## config.mk

```make
export PLATFORM = sky130hd
export DESIGN_NAME = udm_uart_tx_flat
export DESIGN_NICKNAME = d
export VERILOG_FILES = /design/src/rtl/udm_uart_tx_if.sv /design/src/rtl/udm_uart_tx.sv /design/src/flat_wrapper.sv
export SDC_FILE = /design/constraint.sdc
export NUM_CORES = 1
export LEC_CHECK = 0
export CAP_MARGIN = 5
export CORE_UTILIZATION = 30
export CTS_BUF_LIST = sky130_fd_sc_hd__clkbuf_4 sky130_fd_sc_hd__clkbuf_8 sky130_fd_sc_hd__clkbuf_16
export CTS_CLUSTER_DIAMETER = 50
export DETAILED_ROUTE_END_ITERATION = 10
export MAX_ROUTING_LAYER = met4
export SLEW_MARGIN = 0
export SYNTH_ARGS = -nofsm -noshare
export SYNTH_HDL_FRONTEND = slang
export SYNTH_SLANG_ARGS = --single-unit
```

## constraint.sdc

```tcl
create_clock -name clk_i -period 4.3 [get_ports clk_i]
set_clock_uncertainty 0.15 [all_clocks]
set_input_delay 0.645 -clock clk_i [delete_from_list [all_inputs] [get_ports clk_i]]
set_output_delay 0.645 -clock clk_i [all_outputs]
set_load 0.01 [all_outputs]
```

## src/rtl/udm_uart_tx_if.sv

```systemverilog
// Byte write handshake between a requester (master) and the UDM UART transmitter (slave).
interface udm_uart_tx_if;
   logic       tx_req;
   logic [7:0] tx_data;
   logic       tx_ack;

   modport master (output tx_req, output tx_data, input tx_ack);
   modport slave  (input tx_req, input tx_data, output tx_ack);
endinterface

```

## src/rtl/udm_uart_tx.sv

```systemverilog
// UDM link UART transmitter: byte FIFO feeding an 8N1/8E1/8O1 serialiser, LSB first.
// Bit period and parity mode are latched per frame when the byte is popped.
module udm_uart_tx #(
   parameter int FIFO_DEPTH = 4,
   parameter int STOP_BITS  = 1,
   parameter int DIV_WIDTH  = 32
) (
   input  logic                          clk_i,
   input  logic                          arst_n_i,
   input  logic [DIV_WIDTH-1:0]          bitperiod_i,
   input  logic [1:0]                    parity_cfg_i,
   udm_uart_tx_if.slave                  req_if,
   output logic                          tx_o,
   output logic                          busy_o,
   output logic [$clog2(FIFO_DEPTH):0]   fifo_level_o
);
   localparam int AW = $clog2(FIFO_DEPTH);

   typedef enum logic [2:0] {ST_IDLE, ST_START, ST_DATA, ST_PARITY, ST_STOP} state_e;

   state_e               state_q, state_d;
   logic [DIV_WIDTH-1:0] cnt_q, cnt_d;
   logic [DIV_WIDTH-1:0] period_q, period_in;
   logic [2:0]           bit_q, bit_d;
   logic                 stop_q, stop_d;
   logic                 tx_q, tx_d;
   logic [7:0]           shift_q;
   logic                 par_q, paren_q;
   logic [7:0]           mem_q [FIFO_DEPTH];
   logic [AW:0]          wr_ptr_q, rd_ptr_q;
   logic                 full, empty, push, pop, shift_en, bit_end, last_stop;
   logic [7:0]           head;

   // Pointers carry one extra wrap bit so full and empty are distinguishable.
   assign full         = (wr_ptr_q[AW] != rd_ptr_q[AW]) && (wr_ptr_q[AW-1:0] == rd_ptr_q[AW-1:0]);
   assign empty        = (wr_ptr_q == rd_ptr_q);
   assign push         = req_if.tx_req & ~full;
   assign req_if.tx_ack = push;
   assign fifo_level_o = wr_ptr_q - rd_ptr_q;
   assign head         = mem_q[rd_ptr_q[AW-1:0]];

   assign period_in = (bitperiod_i == '0) ? DIV_WIDTH'(1) : bitperiod_i;
   assign bit_end   = (cnt_q == '0);
   assign last_stop = (STOP_BITS == 1) || stop_q;
   assign tx_o      = tx_q;
   assign busy_o    = (state_q != ST_IDLE) || !empty;

   always_ff @(posedge clk_i or negedge arst_n_i) begin
      if (!arst_n_i) begin
         wr_ptr_q <= '0;
         rd_ptr_q <= '0;
         state_q  <= ST_IDLE;
         cnt_q    <= '0;
         bit_q    <= '0;
         stop_q   <= 1'b0;
         tx_q     <= 1'b1;
      end else begin
         if (push) wr_ptr_q <= wr_ptr_q + (AW+1)'(1);
         if (pop)  rd_ptr_q <= rd_ptr_q + (AW+1)'(1);
         state_q <= state_d;
         cnt_q   <= cnt_d;
         bit_q   <= bit_d;
         stop_q  <= stop_d;
         tx_q    <= tx_d;
      end
   end

   // Frame settings are captured together with the byte so mid-frame input changes cannot leak in.
   always_ff @(posedge clk_i) begin
      if (push) mem_q[wr_ptr_q[AW-1:0]] <= req_if.tx_data;
      if (pop) begin
         shift_q  <= head;
         period_q <= period_in;
         paren_q  <= (parity_cfg_i == 2'b01) || (parity_cfg_i == 2'b10);
         par_q    <= (^head) ^ (parity_cfg_i == 2'b10);
      end else if (shift_en) begin
         shift_q <= {1'b0, shift_q[7:1]};
      end
   end

   always_comb begin
      state_d  = state_q;
      cnt_d    = cnt_q;
      bit_d    = bit_q;
      stop_d   = stop_q;
      tx_d     = tx_q;
      pop      = 1'b0;
      shift_en = 1'b0;
      case (state_q)
         ST_IDLE: begin
            if (!empty) begin
               pop     = 1'b1;
               tx_d    = 1'b0;
               cnt_d   = period_in - DIV_WIDTH'(1);
               state_d = ST_START;
            end
         end
         ST_START: begin
            if (bit_end) begin
               tx_d    = shift_q[0];
               cnt_d   = period_q - DIV_WIDTH'(1);
               bit_d   = 3'd0;
               state_d = ST_DATA;
            end else begin
               cnt_d = cnt_q - DIV_WIDTH'(1);
            end
         end
         ST_DATA: begin
            if (bit_end) begin
               cnt_d = period_q - DIV_WIDTH'(1);
               if (bit_q == 3'd7) begin
                  stop_d  = 1'b0;
                  tx_d    = paren_q ? par_q : 1'b1;
                  state_d = paren_q ? ST_PARITY : ST_STOP;
               end else begin
                  tx_d     = shift_q[1];
                  shift_en = 1'b1;
                  bit_d    = bit_q + 3'd1;
               end
            end else begin
               cnt_d = cnt_q - DIV_WIDTH'(1);
            end
         end
         ST_PARITY: begin
            if (bit_end) begin
               tx_d    = 1'b1;
               cnt_d   = period_q - DIV_WIDTH'(1);
               stop_d  = 1'b0;
               state_d = ST_STOP;
            end else begin
               cnt_d = cnt_q - DIV_WIDTH'(1);
            end
         end
         ST_STOP: begin
            if (!bit_end) begin
               cnt_d = cnt_q - DIV_WIDTH'(1);
            end else if (!last_stop) begin
               stop_d = 1'b1;
               cnt_d  = period_q - DIV_WIDTH'(1);
            end else if (!empty) begin
               // Back-to-back: the next start bit follows the last stop cycle directly.
               pop     = 1'b1;
               tx_d    = 1'b0;
               cnt_d   = period_in - DIV_WIDTH'(1);
               state_d = ST_START;
            end else begin
               state_d = ST_IDLE;
            end
         end
         default: begin
            tx_d    = 1'b1;
            state_d = ST_IDLE;
         end
      endcase
   end
endmodule
```

## src/flat_wrapper.sv

```systemverilog
// flat-port wrapper written by rule: the top's interface ports become plain ports
module udm_uart_tx_flat 
#(
   parameter int FIFO_DEPTH = 4,
   parameter int STOP_BITS  = 1,
   parameter int DIV_WIDTH  = 32
)
  (clk_i, arst_n_i, bitperiod_i, parity_cfg_i, tx_o, busy_o, fifo_level_o, req_if_tx_req, req_if_tx_data, req_if_tx_ack);
  udm_uart_tx_if req_if_i ();
  input  logic clk_i;
  input  logic arst_n_i;
  input  logic [DIV_WIDTH-1:0] bitperiod_i;
  input  logic [1:0] parity_cfg_i;
  output logic tx_o;
  output logic busy_o;
  output logic [$clog2(FIFO_DEPTH):0] fifo_level_o;
  input wire logic [$bits(req_if_i.tx_req)-1:0] req_if_tx_req;
  input wire logic [$bits(req_if_i.tx_data)-1:0] req_if_tx_data;
  output wire logic [$bits(req_if_i.tx_ack)-1:0] req_if_tx_ack;
  assign req_if_i.tx_req = req_if_tx_req;
  assign req_if_i.tx_data = req_if_tx_data;
  assign req_if_tx_ack = req_if_i.tx_ack;
  udm_uart_tx #(.FIFO_DEPTH(FIFO_DEPTH), .STOP_BITS(STOP_BITS), .DIV_WIDTH(DIV_WIDTH)) u_core (.clk_i(clk_i), .arst_n_i(arst_n_i), .bitperiod_i(bitperiod_i), .parity_cfg_i(parity_cfg_i), .req_if(req_if_i), .tx_o(tx_o), .busy_o(busy_o), .fifo_level_o(fifo_level_o));
endmodule
```

==> impl_metrics.toml <==
[pwr]
p_sw_w = 0.00311
power.internal_w = 0.00409
peakVddDrop_v = 0.000365
sw_frac_of_total = 0.432
leakage_nw = 3.35
p_seq_frac = 0.323
combPwrFrac = 0.475
p_clk_frac = 0.202
powerDensity_nw_per_um2 = 735

[route]
drt_iter0_drc = 921
drtAntennaViolNets = 0
drc = 0
routed_wl_um = 26800
viasPerCell = 5.88
wl_per_cell_um = 21.0
vias = 7496
firstDrtPassIters = 7

[synthesis]
synth_warnings = 0
syn_nets = 927
synth_cell_types = 87
ys_seq_area_frac = 0.409
synthCells = 867
synth_edf_count = 74
ys.flop_type = "edfxtp_1"
ys_ff_latch = 119
synthesis.area_um2 = 8200
async_flop_share = 0.378
avgSynthCellArea_um2 = 9.45

[outcome]
outcome = "finished, final reports clean"

[cells_and_area]
nNetsFinal = 979
stdcell_area_um2 = 9800
syn_to_final_growth_pct = 19.6
drive_gt1_frac = 0.143

[run]
maxCapViolCount = 0

[global_route]
grt_pass1_vias = 6946
grt_use_total = 0.201
grt_pass1_wl_um = 41500
gr-total-overflow = 0
antenna_found_initial = 1
grt_max_degree = 46

[die]
dieWidth_um = 167
dieArea_um2 = 28000
core_area_um2 = 26900
start_util = 0.305
num_rows = 60
ios = 51
die_h_um = 167

[hold_path]
hp-class = "in2async"

[sta]
layout_min_cycle_time_ps = 3640
post-route-period-util = 0.847
rsz0062_at_grt = "no"
maxSlewViolCount = 0
fin_setup_tns_ps = 0
setup_viol = 0
worst_slew_pin_slew_ps = 1020
hold_slack_ps = 181
finalHoldViolations = 0
max_freq_ghz = 0.275
relSlewSlack = 0.314

[placement]
io_buffers = 50
place_area_um2 = 9210
globalplace.congestion = 0.937
hpwl_um = 19500

[worst_setup_path]
required_ps = 4460
path_class = "in2reg"
start_kind = "primary input"
cp_max_fo = 7
crit_path_end_kind = "flip-flop"
arrival_ps = 3800

[cts]
cts_tree = "yes"
cts_buffer_depth = 2
clock_latency_ps = 430
h-tree-depth = 4
cts_resized = 0
cts_sinks = 119
cts_buffers = 17
cts_hold_buffers = 0
post_cts_buffers = 0
clk_pin_slew_ps = 60
cts_root_buffer = "clkbuf_16"
worst max-delay path, cell delays in order:
cell	delay, ps
clkdlybuf4s50_1	520
nor4_1	70
buf_4	140
nand4b_1	190
nor3_1	100
nor2_1	230
ha_1	250
nor2b_1	280
nand2_1	320
buf_4	260
o31a_1	230
o211ai_1	200
a21oi_1	90
a221o_1	270
Yosys cell counts (19+ instances only):
| cell | number | area, um^2 |
|---|---|---|
| clkbuf_1 | 62 | 233 |
| edfxtp_1 | 74 | 2220 |
| dfrtp_1 | 44 | 1100 |
| nand2_1 | 73 | 274 |
| nor4_1 | 33 | 206 |
| inv_1 | 19 | 71.3 |
| or3_1 | 20 | 125 |
| o21ai_0 | 38 | 190 |
| xor2_1 | 25 | 219 |
| nor2_1 | 69 | 259 |
| xnor2_1 | 40 | 350 |
| nor3_1 | 43 | 215 |
| a21oi_1 | 27 | 135 |
| nand3_1 | 23 | 115 |
cell type report:
cell class	count	area, um^2
timing repair buffer	112	973
fill	2702	17100
inverter	19	71.3
clock inverter	15	165
sequential	119	3350
clock buffer	17	425
multi-input combinational	650	4390
tap	341	427
antenna	1	2.50
final timing paths:
kind                              startpoint           endpoint  slack, ps  cells past startpoint
setup / recovery             bitperiod_i[29]   u_core.cnt_q[18]        660                     14
max in group asynchronous           arst_n_i    u_core.bit_q[0]       3360                      2
setup reg to reg            u_core.cnt_q[16]   u_core.cnt_q[22]        980                      6
hold / removal                      arst_n_i   u_core.cnt_q[21]        180                      2
min in group clk_i         u_core.shift_q[6]  u_core.shift_q[5]        360                      2
hold reg to reg            u_core.shift_q[6]  u_core.shift_q[5]        360                      2
per-layer routing:
metal	global-route usage	vias up	routed length, um
met4	0.0786	0	807
met1	0.259	3647	11300
met5	-	-	0
met3	0.0461	61	2110
met2	0.305	350	12600
li1	-	3438	-
placed cells by master, fill, tap and decap left out, types with 10 or more instances in the layout:
master and instances:
a211oi_1 10, a21oi_1 27, buf_4 61, clkbuf_16 17, clkdlybuf4s50_1 49, dfrtp_1 44
edfxtp_1 74, ha_1 14, inv_1 18, nand2_1 73, nand2b_1 10, nand3_1 23
nand4_1 11, nor2_1 68, nor3_1 43, nor4_1 33, o211ai_1 11, o21ai_0 38
o22ai_1 13, o31ai_1 10, or3_1 20, or4_1 14, xnor2_1 40, xor2_1 25
kinds of logic (layout without fill, tap and decap cells):
family / count (synthesis) / count (layout) / synth area share
AND/OR/NAND/NOR: 336 / 336 / 0.214
AO/OA/AOI/OAI: 216 / 216 / 0.193
flip-flops: 119 / 119 / 0.409
buffers and inverters: 98 / 163 / 0.0560
XOR/XNOR: 65 / 65 / 0.0695
multiplexers: 18 / 18 / 0.0347
adder cells (fa/ha/maj): 15 / 15 / 0.0238
other: 0 / 1 / 0
state kept, by name, indices dropped and copies added, names as in the netlist:
register,flops
u_core.period_q,32
u_core.state_q,3
u_core.shift_q,8
u_core.rd_ptr_q,3
u_core.cnt_q,32
u_core.bit_q,3
u_core.mem_q,32
u_core.par_q,1
u_core.wr_ptr_q,3
u_core.paren_q,1
u_core.tx_o,1
through the flow:
stage	std cells	util	total power, W	setup WS, ps
2_1_floorplan	867	-	0.00453	1020
3_3_place_gp	1241	0.343	0.00568	272
3_5_place_dp	1241	0.343	0.00572	227
4_1_cts	1273	0.365	0.00719	651
5_1_grt	1274	0.365	0.00763	409
6_report	1274	0.365	0.00720	657
power groups by stage:
stage	clock, W	sequential [W]	combinational, W
2_1_floorplan	0	0.00210	0.00243
3_3_place_gp	0	0.00232	0.00336
3_5_place_dp	0	0.00233	0.00339
4_1_cts	0.00147	0.00231	0.00340
5_1_grt	0.00152	0.00240	0.00372
6_report	0.00145	0.00233	0.00342
No activity file was read; power rests on OpenSTA's default activity.
